$ cat src/rtl/imm_extend_unit.sv
// imm_extend_unit: extends a raw immediate (sign / zero / upper / branch offset)
// at accept time and buffers the result in a 2-entry FIFO with valid/ready handshakes.
// Optional feature macro: IMM_EXT_STATS_EN adds the 16-bit xfer_count accept counter.
module imm_extend_unit #(
   parameter int unsigned IN_W  = 16,
   parameter int unsigned OUT_W = 32
) (
   input  logic               clk,
   input  logic               rst_n,
   input  logic               in_valid,
   output logic               in_ready,
   input  logic [IN_W-1:0]    in_imm,
   input  logic [1:0]         in_mode,
   output logic               out_valid,
   input  logic               out_ready,
   output logic [OUT_W-1:0]   out_data
`ifdef IMM_EXT_STATS_EN
   ,
   output logic [15:0]        xfer_count
`endif
);

   localparam int unsigned EXT_W = OUT_W - IN_W;
   localparam int unsigned DEPTH = 2;

   typedef enum logic [1:0] {
      ST_EMPTY = 2'd0,
      ST_ONE   = 2'd1,
      ST_TWO   = 2'd2
   } occ_e;

   occ_e               state_q, state_d;
   logic               wr_ptr_q, wr_ptr_d;
   logic               rd_ptr_q, rd_ptr_d;
   logic [OUT_W-1:0]   mem_q [DEPTH];
   logic [OUT_W-1:0]   mem_d [DEPTH];
   logic               in_ready_q, in_ready_d;
   logic               out_valid_q, out_valid_d;
   logic [OUT_W-1:0]   out_data_q, out_data_d;

   logic               accept_c;
   logic               drain_c;
   logic [OUT_W-1:0]   sext_c;
   logic [OUT_W-1:0]   ext_c;

   // Handshake events, qualified only by registered flags
   always_comb begin
      accept_c = in_valid & in_ready_q;
      drain_c  = out_valid_q & out_ready;
   end

   // Immediate extension for the four modes
   always_comb begin
      sext_c = {{EXT_W{in_imm[IN_W-1]}}, in_imm};
      ext_c  = sext_c;
      case (in_mode)
         2'b00:   ext_c = sext_c;
         2'b01:   ext_c = {{EXT_W{1'b0}}, in_imm};
         2'b10:   ext_c = {in_imm, {EXT_W{1'b0}}};
         default: ext_c = {sext_c[OUT_W-3:0], 2'b00};
      endcase
   end

   // Occupancy FSM, FIFO write/read and next output register values
   always_comb begin
      state_d  = state_q;
      wr_ptr_d = wr_ptr_q;
      rd_ptr_d = rd_ptr_q;
      for (int i = 0; i < int'(DEPTH); i++) begin
         mem_d[i] = mem_q[i];
      end

      if (accept_c) begin
         mem_d[wr_ptr_q] = ext_c;
         wr_ptr_d        = ~wr_ptr_q;
      end
      if (drain_c) begin
         rd_ptr_d = ~rd_ptr_q;
      end

      case (state_q)
         ST_EMPTY: begin
            if (accept_c) state_d = ST_ONE;
         end
         ST_ONE: begin
            if (accept_c && !drain_c)      state_d = ST_TWO;
            else if (drain_c && !accept_c) state_d = ST_EMPTY;
         end
         ST_TWO: begin
            if (drain_c) state_d = ST_ONE;
         end
         default: state_d = ST_EMPTY;
      endcase

      in_ready_d  = (state_d != ST_TWO);
      out_valid_d = (state_d != ST_EMPTY);
      out_data_d  = mem_d[rd_ptr_d];
   end

   // State, storage and output registers
   always_ff @(posedge clk or negedge rst_n) begin
      if (!rst_n) begin
         state_q     <= ST_EMPTY;
         wr_ptr_q    <= 1'b0;
         rd_ptr_q    <= 1'b0;
         in_ready_q  <= 1'b1;
         out_valid_q <= 1'b0;
         out_data_q  <= '0;
         for (int i = 0; i < int'(DEPTH); i++) begin
            mem_q[i] <= '0;
         end
      end else begin
         state_q     <= state_d;
         wr_ptr_q    <= wr_ptr_d;
         rd_ptr_q    <= rd_ptr_d;
         in_ready_q  <= in_ready_d;
         out_valid_q <= out_valid_d;
         out_data_q  <= out_data_d;
         for (int i = 0; i < int'(DEPTH); i++) begin
            mem_q[i] <= mem_d[i];
         end
      end
   end

   assign in_ready  = in_ready_q;
   assign out_valid = out_valid_q;
   assign out_data  = out_data_q;

`ifdef IMM_EXT_STATS_EN
   logic [15:0] xfer_count_q, xfer_count_d;

   // Accept counter, wraps naturally at 16 bits
   always_comb begin
      xfer_count_d = xfer_count_q;
      if (accept_c) xfer_count_d = xfer_count_q + 16'd1;
   end

   // Accept counter register
   always_ff @(posedge clk or negedge rst_n) begin
      if (!rst_n) xfer_count_q <= 16'd0;
      else        xfer_count_q <= xfer_count_d;
   end

   assign xfer_count = xfer_count_q;
`endif

endmodule

$ cat config.mk
export PLATFORM = sky130hd
export DESIGN_NAME = imm_extend_unit
export DESIGN_NICKNAME = d
export VERILOG_FILES = /design/src/rtl/imm_extend_unit.sv
export SDC_FILE = /design/constraint.sdc
export NUM_CORES = 1
export LEC_CHECK = 0
export CAP_MARGIN = 20
export CORE_MARGIN = 2
export CORE_UTILIZATION = 40
export DETAILED_ROUTE_END_ITERATION = 12
export PLACE_DENSITY = 0.7
export SLEW_MARGIN = 20
export SYNTH_ARGS = -nofsm -noshare
export SYNTH_HDL_FRONTEND = slang
export SYNTH_SLANG_ARGS = --single-unit
export TNS_END_PERCENT = 10
$ cat constraint.sdc
create_clock -name clk -period 4.89 [get_ports clk]
set_input_delay 0.978 -clock clk [delete_from_list [all_inputs] [get_ports clk]]
set_output_delay 0.978 -clock clk [all_outputs]
set_load 0.02 [all_outputs]
* Yosys cells after proc, flatten, opt, wreduce, memory -nomap -nowiden
Index checks and enable logic that the tools add are counted.
W data, S select, Z words.
** Cells by class
- Reduce and logical (&&, ||, !) cells :: 8
- $lt $le $gt $ge :: 3
- Muxes and demuxes :: 14
- Bitwise operators :: 6
- Equality and inequality tests :: 5
** Operators by type and width (count)
- $mux W32 :: 4
- $pmux W32 S3 :: 1
- $bwmux W64 :: 1
- $mux W64 :: 1
- $demux W32 S1 :: 1
- $mux W2 :: 4
- $pmux W2 S3 :: 1
- $eq A2 B1 Y1 const B :: 2
- $eq A2 B2 Y1 const B :: 2
- $ge A2 B2 Y1 const B :: 2
- $logic_not A2 Y1 :: 2
- $not A1 Y2 :: 2
- $logic_and A1 B1 Y1 :: 3
- $and A1 B1 Y1 :: 2
- $logic_not A1 Y1 :: 2
- $lt A2 B1 Y1 const B :: 1
- $ne A2 B2 Y1 const B :: 1
- $not A1 Y1 :: 2
- $reduce_bool A2 Y1 :: 1
- $mux W1 :: 1
** Word-level totals
- Word-level logic and storage cells :: 44
- Flip-flop bits (word level) :: 102
- Output and inout bits :: 34
- Input bits :: 22

* Logic depth before layout (Yosys ltp)
Gate-level depths: netlist of the first run.
- Depth in word-level cells :: 10
- Mapped depth :: 7
- Depth with buffers taken out :: 5

* Worst setup path after synthesis of the first run
OpenSTA, ideal clock, no wires.
- Path type :: input to register
- From :: input port in_mode[0]
- To :: register out_data_q[11] (netlist: out_data[11])
- Data arrival time :: 2.124 ns
- Path buffers :: 3
- Required time :: 4.748 ns
- Stages :: 7
- Slack :: 2.623 ns
- Library setup time :: 0.142 ns
- Cell sequence :: buf_2 > and2_1 > buf_2 > buf_6 > a22o_1 > a221oi_1 > a22oi_1
** Between the ends
- Word-level cells in the longest chain between the ends :: 7
- Elaborated cells between the ends (all ways) :: 9
- Classes of those cells :: 2 x eq/ne; 6 x mux; 1 x reduce/logical
** Ends and longest elaborated chain
- start, declared :: RTL line 13 : input logic [1:0] in_mode,
- $eq A2 B2 Y1, or another cell as far along :: RTL line 56 : case (in_mode)
- $pmux W32 S3 (*) :: RTL line 56
- $bwmux W64 (*) :: RTL line 74 : mem_d[wr_ptr_q] = ext_c;
- $mux W64 (*) :: RTL line 73 : if (accept_c) begin
- $mux W32 (implied by the code) (*) (3 in series) :: RTL line 97 : out_data_d = mem_d[rd_ptr_d];
- named net out_data_d[11] :: RTL line 39 : logic [OUT_W-1:0] out_data_q, out_data_d;
- end signal, assigned :: RTL line 118 : out_data_q <= out_data_d;
- end, declared :: RTL line 39
The timed path passes the listed nets; every way through them passes the cells marked *. The select of a mux whose other input is x is not followed.
A chain may end at the register's enable or synchronous reset.

* Worst setup path after layout of the first run
- From :: input port out_ready
- To :: register out_data_q[2] (netlist: out_data[2])
** Between the ends
- Word-level cells in the longest chain between the ends :: 6
** Ends and longest elaborated chain
- start, declared :: RTL line 15 : input logic out_ready,
- $and A1 B1 Y1 :: RTL line 49 : drain_c = out_valid_q & out_ready;
- $mux W1 :: RTL line 77 : if (drain_c) begin
- $not A1 Y2 (implied by the code) :: RTL line 97
- $mux W32 (implied by the code) (3 in series) :: RTL line 97
- named net out_data_d[2] :: RTL line 39
The timed path passes the listed nets, and every way through them passes these cells. The select of a mux whose other input is x is not followed.

==> results of run 1 <==
worst max-delay path, stage by stage:
cell,delay (ps)
clkdlybuf4s50_1,560
and3b_4,450
nor2_2,150
inv_2,810
a221oi_1,230
a22oi_1,340
state kept, by name, indices dropped and copies added, names as in the netlist:
register,cells
in_ready,1
mem_q,64
out_data,32
out_valid,1
rd_ptr_q,1
state_q,2
wr_ptr_q,1
metal layers:
layer | up-vias | GRT usage | wire [um]
met5 | - | 0 | 0
met4 | 0 | 0.08916 | 252
met3 | 21 | 0.03923 | 595
met2 | 131 | 0.3349 | 6205
met1 | 2080 | 0.2890 | 6027
li1 | 1949 | - | -
final timing paths:
path,end,cells past startpoint
setup / recovery,out_data[2],6
hold / removal,mem_q[60],2
setup reg to reg,out_data[2],5
hold reg to reg,mem_q[60],2
max in group asynchronous,in_ready,2
min in group asynchronous,mem_q[41],1
final cells by class:
cell class / instances / share of cell area
well taps: 168 / 0.03558
flip-flops and latches: 102 / 0.4322
inverters: 19 / 0.01207
clock inverters: 2 / 0.006353
multi-input cells: 353 / 0.3609
repair buffers: 64 / 0.1048
clock buffers: 14 / 0.04807
power by group:
part,total (mW),switching (mW),internal [mW]
sequential,1.44,0.209,1.23
clock,0.763,0.309,0.453
combinational,1.59,0.923,0.668
kinds of logic (layout without fill, tap and decap cells):
kind of cell           Yosys count  after routing
DFF                            102            102
AOI/OAI and AO/OA              202            202
and+or+nand+nor                148            148
muxes                            3              3
buffers and inverters           67             99
through the flow:
| step | instances | total power [mW] | utilization | area, um2 |
|---|---|---|---|---|
| final | 722 | 3.796 | 0.4898 | 5908 |
| after detailed placement | 705 | 3.027 | 0.4622 | 5575 |
| after CTS | 721 | 3.792 | 0.4889 | 5897 |
| after floorplan | 522 | 2.490 | - | 4976 |
| after global placement | 705 | 2.966 | 0.4622 | 5575 |
| after global routing | 722 | 4.052 | 0.4898 | 5908 |
Yosys cell counts, types with 15 or more instances:
master    instances  area [um2]
dfrtp_1         101        2527
o21ai_0          80       400.4
nand2_1          72       270.3
a22oi_1          28       210.2
clkbuf_1         28       105.1
o22ai_1          18       112.6
inv_1            17       63.81
nor2_1           17       63.81
a21oi_1          16       80.08
buf_2            15       75.07
==> impl_metrics.toml, run 1 <==
[detailed_routing]
vias = 4181
first_iter_violations = 503
dr.pass1.iters = 5
drt.antenna.violating_nets = 0
wl_per_cell_um = 18.12
drt_wl_total_um = 13080
vias_per_cell = 5.791
drc = 0

[place]
place_hpwl_um = 8342
place.gp.congestion = 0.8111
port_buffers = 55
place_worst_setup_slack_ps = 1241

[power_and_ir_drop]
irDropWorstVdd_v = 0.0002447
power.density_mw_per_mm2 = 642.5
power_leakage_nw = 2.634

[layout]
nets = 571
fillerInstances = 1094
drive_gt1_frac = 0.08845
multiInputGateArea_mm2 = 0.002132
n_antenna_cell = 0
regArea_mm2 = 0.002554
mostFrequentLayoutCells = "dfrtp_1, o21ai_0, nand2_1"
final_common_cell = "dfrtp_1"
areaGrowthSynthToFinish_pct = 18.73

[clock_tree]
h-tree-depth = 3
path_clk_slew_ps = 60
clk_path_buf_depth = 2
numCtsBuffers = 9
clock_sinks = 102
clock_latency_ps = 350
tritoncts = "yes"
root_buffer = "clkbuf_16"
ctsHoldBuffers = 0
ctsResizeCount = 0
cts_setup_buffers = 0

[synthesis]
yosys_warnings = 0
synth_mux_area_frac = 0.006286
seq_area_frac_synth = 0.5132
synth_area_mm2 = 0.004976
yosys.area_share.simple = 0.1536
async_flop_share = 1.000
synth-xor-area-share = 0
synth_compound_area_frac = 0.2680
synth-main-ff-cell = "dfrtp_1"
syn_nets = 544
synth_area_per_cell_um2 = 9.533
synth_cells = 522
synth_top_family_by_area = "compound AO/OA/AOI/OAI gates"
yosys.area_share.adder = 0
synth-seq-cells = 102
synth_cell_types = 48
synth-edff-count = 0

[worst_setup_path]
worstSetupEndpointType = "register"
critPathLaunch = "out_ready"
cp.required_ps = 5120
worstPathMaxFanout = 63
r2r-start = "out_valid"
reg2reg_slack_ps = 2320
worstSetupPathType = "in -> reg"
crit_arrival_ps = 3550
cp-start-kind = "input pin"

[run_status]
status = "finished clean"

[timing]
fmax_mhz = 301.0
rsz0062_at_grt = "no"
finalSetupViolCount = 0
tns_ps = 0
whs_ps = 475.3
fin_skew_ps = 7.193
finalCritPeriodShare = 0.6793
min_period_ps = 3322
slew_headroom = 0.2759
slew_viol_final = 0
finalHoldViolCount = 0
worst_pin_slew_ps = 1086
finalWorstSetupSlack_ps = 1568

[run]
maxCapViolations = 0

[floorplan]
start_util = 0.4126
core_mm2 = 0.01206
die_h_um = 115.5
fp.dieW_um = 115.5
num_io_pins = 56
num_rows = 40
die-area_mm2 = 0.01335

[global_route]
grt_max_degree = 65
track_usage = 0.2123
grt_pass1_vias = 4212
antenna_found_initial = 0
grt_pass1_wl_um = 21870
grt_overflow = 0

[min_path]
min_from = "mem_q[60]"
hp-class = "reg -> reg"
Note: power is estimated with default switching activity, not from simulation.
==> run 2: changes to the inputs <==
Clock period 4.89 ns to 3.3 ns, I/O delays scaled along.
==> impl_metrics.toml, run 2 (synthesis gave the netlist of run 1 again) <==
[worst_setup_path]
setup.worst_path.end = "out_data[10]"
reg2reg_slack_ps = 1030
worstSetupEndpointType = "register"
cp.required_ps = 3550
crit_arrival_ps = 2890
r2r-start = "out_valid"
worstPathMaxFanout = 28
reg2reg_depth = 6
cp-start-kind = "input pin"
worstSetupPathType = "in -> reg"
rr_endpoint = "out_data[10]"
critPathLaunch = "out_ready"

[timing]
finalSetupViolCount = 0
worst_pin_slew_ps = 1104
fin_skew_ps = 6.434
finalCritPeriodShare = 0.8017
fmax_mhz = 378.0
min_period_ps = 2646
slew_viol_final = 0
slew_headroom = 0.2640
finalHoldViolCount = 0
tns_ps = 0
finalWorstSetupSlack_ps = 654.3
rsz0062_at_grt = "no"

[clock_tree]
clock_latency_ps = 350
root_buffer = "clkbuf_16"
ctsResizeCount = 0
numCtsBuffers = 9
clk_path_buf_depth = 2
clock_sinks = 102
path_clk_slew_ps = 60
h-tree-depth = 3
ctsHoldBuffers = 0
tritoncts = "yes"
cts_setup_buffers = 0

[detailed_routing]
wl_per_cell_um = 18.22
drt.antenna.violating_nets = 0
drt_wl_total_um = 13320
vias_per_cell = 5.867
drc = 0
dr.pass1.iters = 5
first_iter_violations = 400
vias = 4289

[layout]
mostFrequentLayoutCells = "dfrtp_1, o21ai_0, nand2_1"
fin_cells = 731
final_common_cell = "dfrtp_1"
top_register = "mem_q"
n_antenna_cell = 0
areaGrowthSynthToFinish_pct = 20.02
largest_reg_flops = 64
finalInstanceArea_mm2 = 0.005972
nets = 581
drive_gt1_frac = 0.1030

[floorplan]
num_io_pins = 56
num_rows = 40
core_mm2 = 0.01206
fp.dieW_um = 115.5
die_h_um = 115.5
die-area_mm2 = 0.01335
start_util = 0.4126

[place]
place.gp.congestion = 0.8120
place_worst_setup_slack_ps = 351.1
port_buffers = 55
placement.cell_area_mm2 = 0.005695
place_hpwl_um = 8667
placed_cells = 716

[global_route]
antenna_found_initial = 0
grt_overflow = 0
grt_pass1_vias = 4237
grt_pass1_wl_um = 22090
grt_max_degree = 55
track_usage = 0.2133

[run_status]
status = "finished clean"

[power_and_ir_drop]
total_power_mw = 5.600
irDropWorstVdd_v = 0.0004144
power_leakage_nw = 2.672
power.density_mw_per_mm2 = 937.7

[min_path]
hp-class = "in -> async"

[run]
maxCapViolations = 0
## run 2: cell types whose count changed in the layout (fill, tap and decap cells not counted)
cell	change
buf_12	+3
buf_4	+8
buf_6	-1
bufinv_16	-1
clkbuf_8	-2
clkinv_2	+1
clkinvlp_4	+1
## run 2: area by class of cell
cell class,instances,area (um2)
Fill cell,1099,6090
Sequential cell,102,2554
Multi-Input combinational cell,353,2132
Timing Repair Buffer,74,728.2
Clock buffer,12,256.5
Tap cell,168,210.2
Inverter,19,71.32
Clock inverter,3,20.02
## run 2: per-layer routing
metal	up-vias	global-route usage	share of wire	wire (um)
met3	30	0.04341	0.069	920
met1	2116	0.2888	0.42	5607
met4	0	0.08916	0.030	393
met5	-	0	0	0
li1	1966	-	-	-
met2	177	0.3357	0.48	6400
## run 2: worst min-delay path by stage
stage,from,to,slack (ps),depth (start not counted)
CTS,rst_n,mem_q[40],360,1
floorplan,rst_n,mem_q[0],360,0
finish,rst_n,mem_q[41],340,1
global route,rst_n,mem_q[8],390,1
detailed placement,mem_q[22],mem_q[22],460,2
global placement,mem_q[20],mem_q[20],450,2
## run 2: report_power, final
part / internal [mW] / switching, mW
Sequential: 1.83 / 0.277
Combinational: 1.07 / 1.43
Clock: 0.548 / 0.455
## run 2: critical path: stages
cell,delay (ps)
clkdlybuf4s50_1,470
a21boi_2,530
nor2_2,180
inv_2,430
buf_4,260
a221oi_1,100
a22oi_1,250
## run 2: through the flow
step	hold slack, ps	utilization
after CTS	355.9	0.4951
after floorplan	364.4	-
final	338.6	0.4951
after global routing	386.7	0.4951
after detailed placement	462.3	0.4722
after global placement	454.3	0.4722
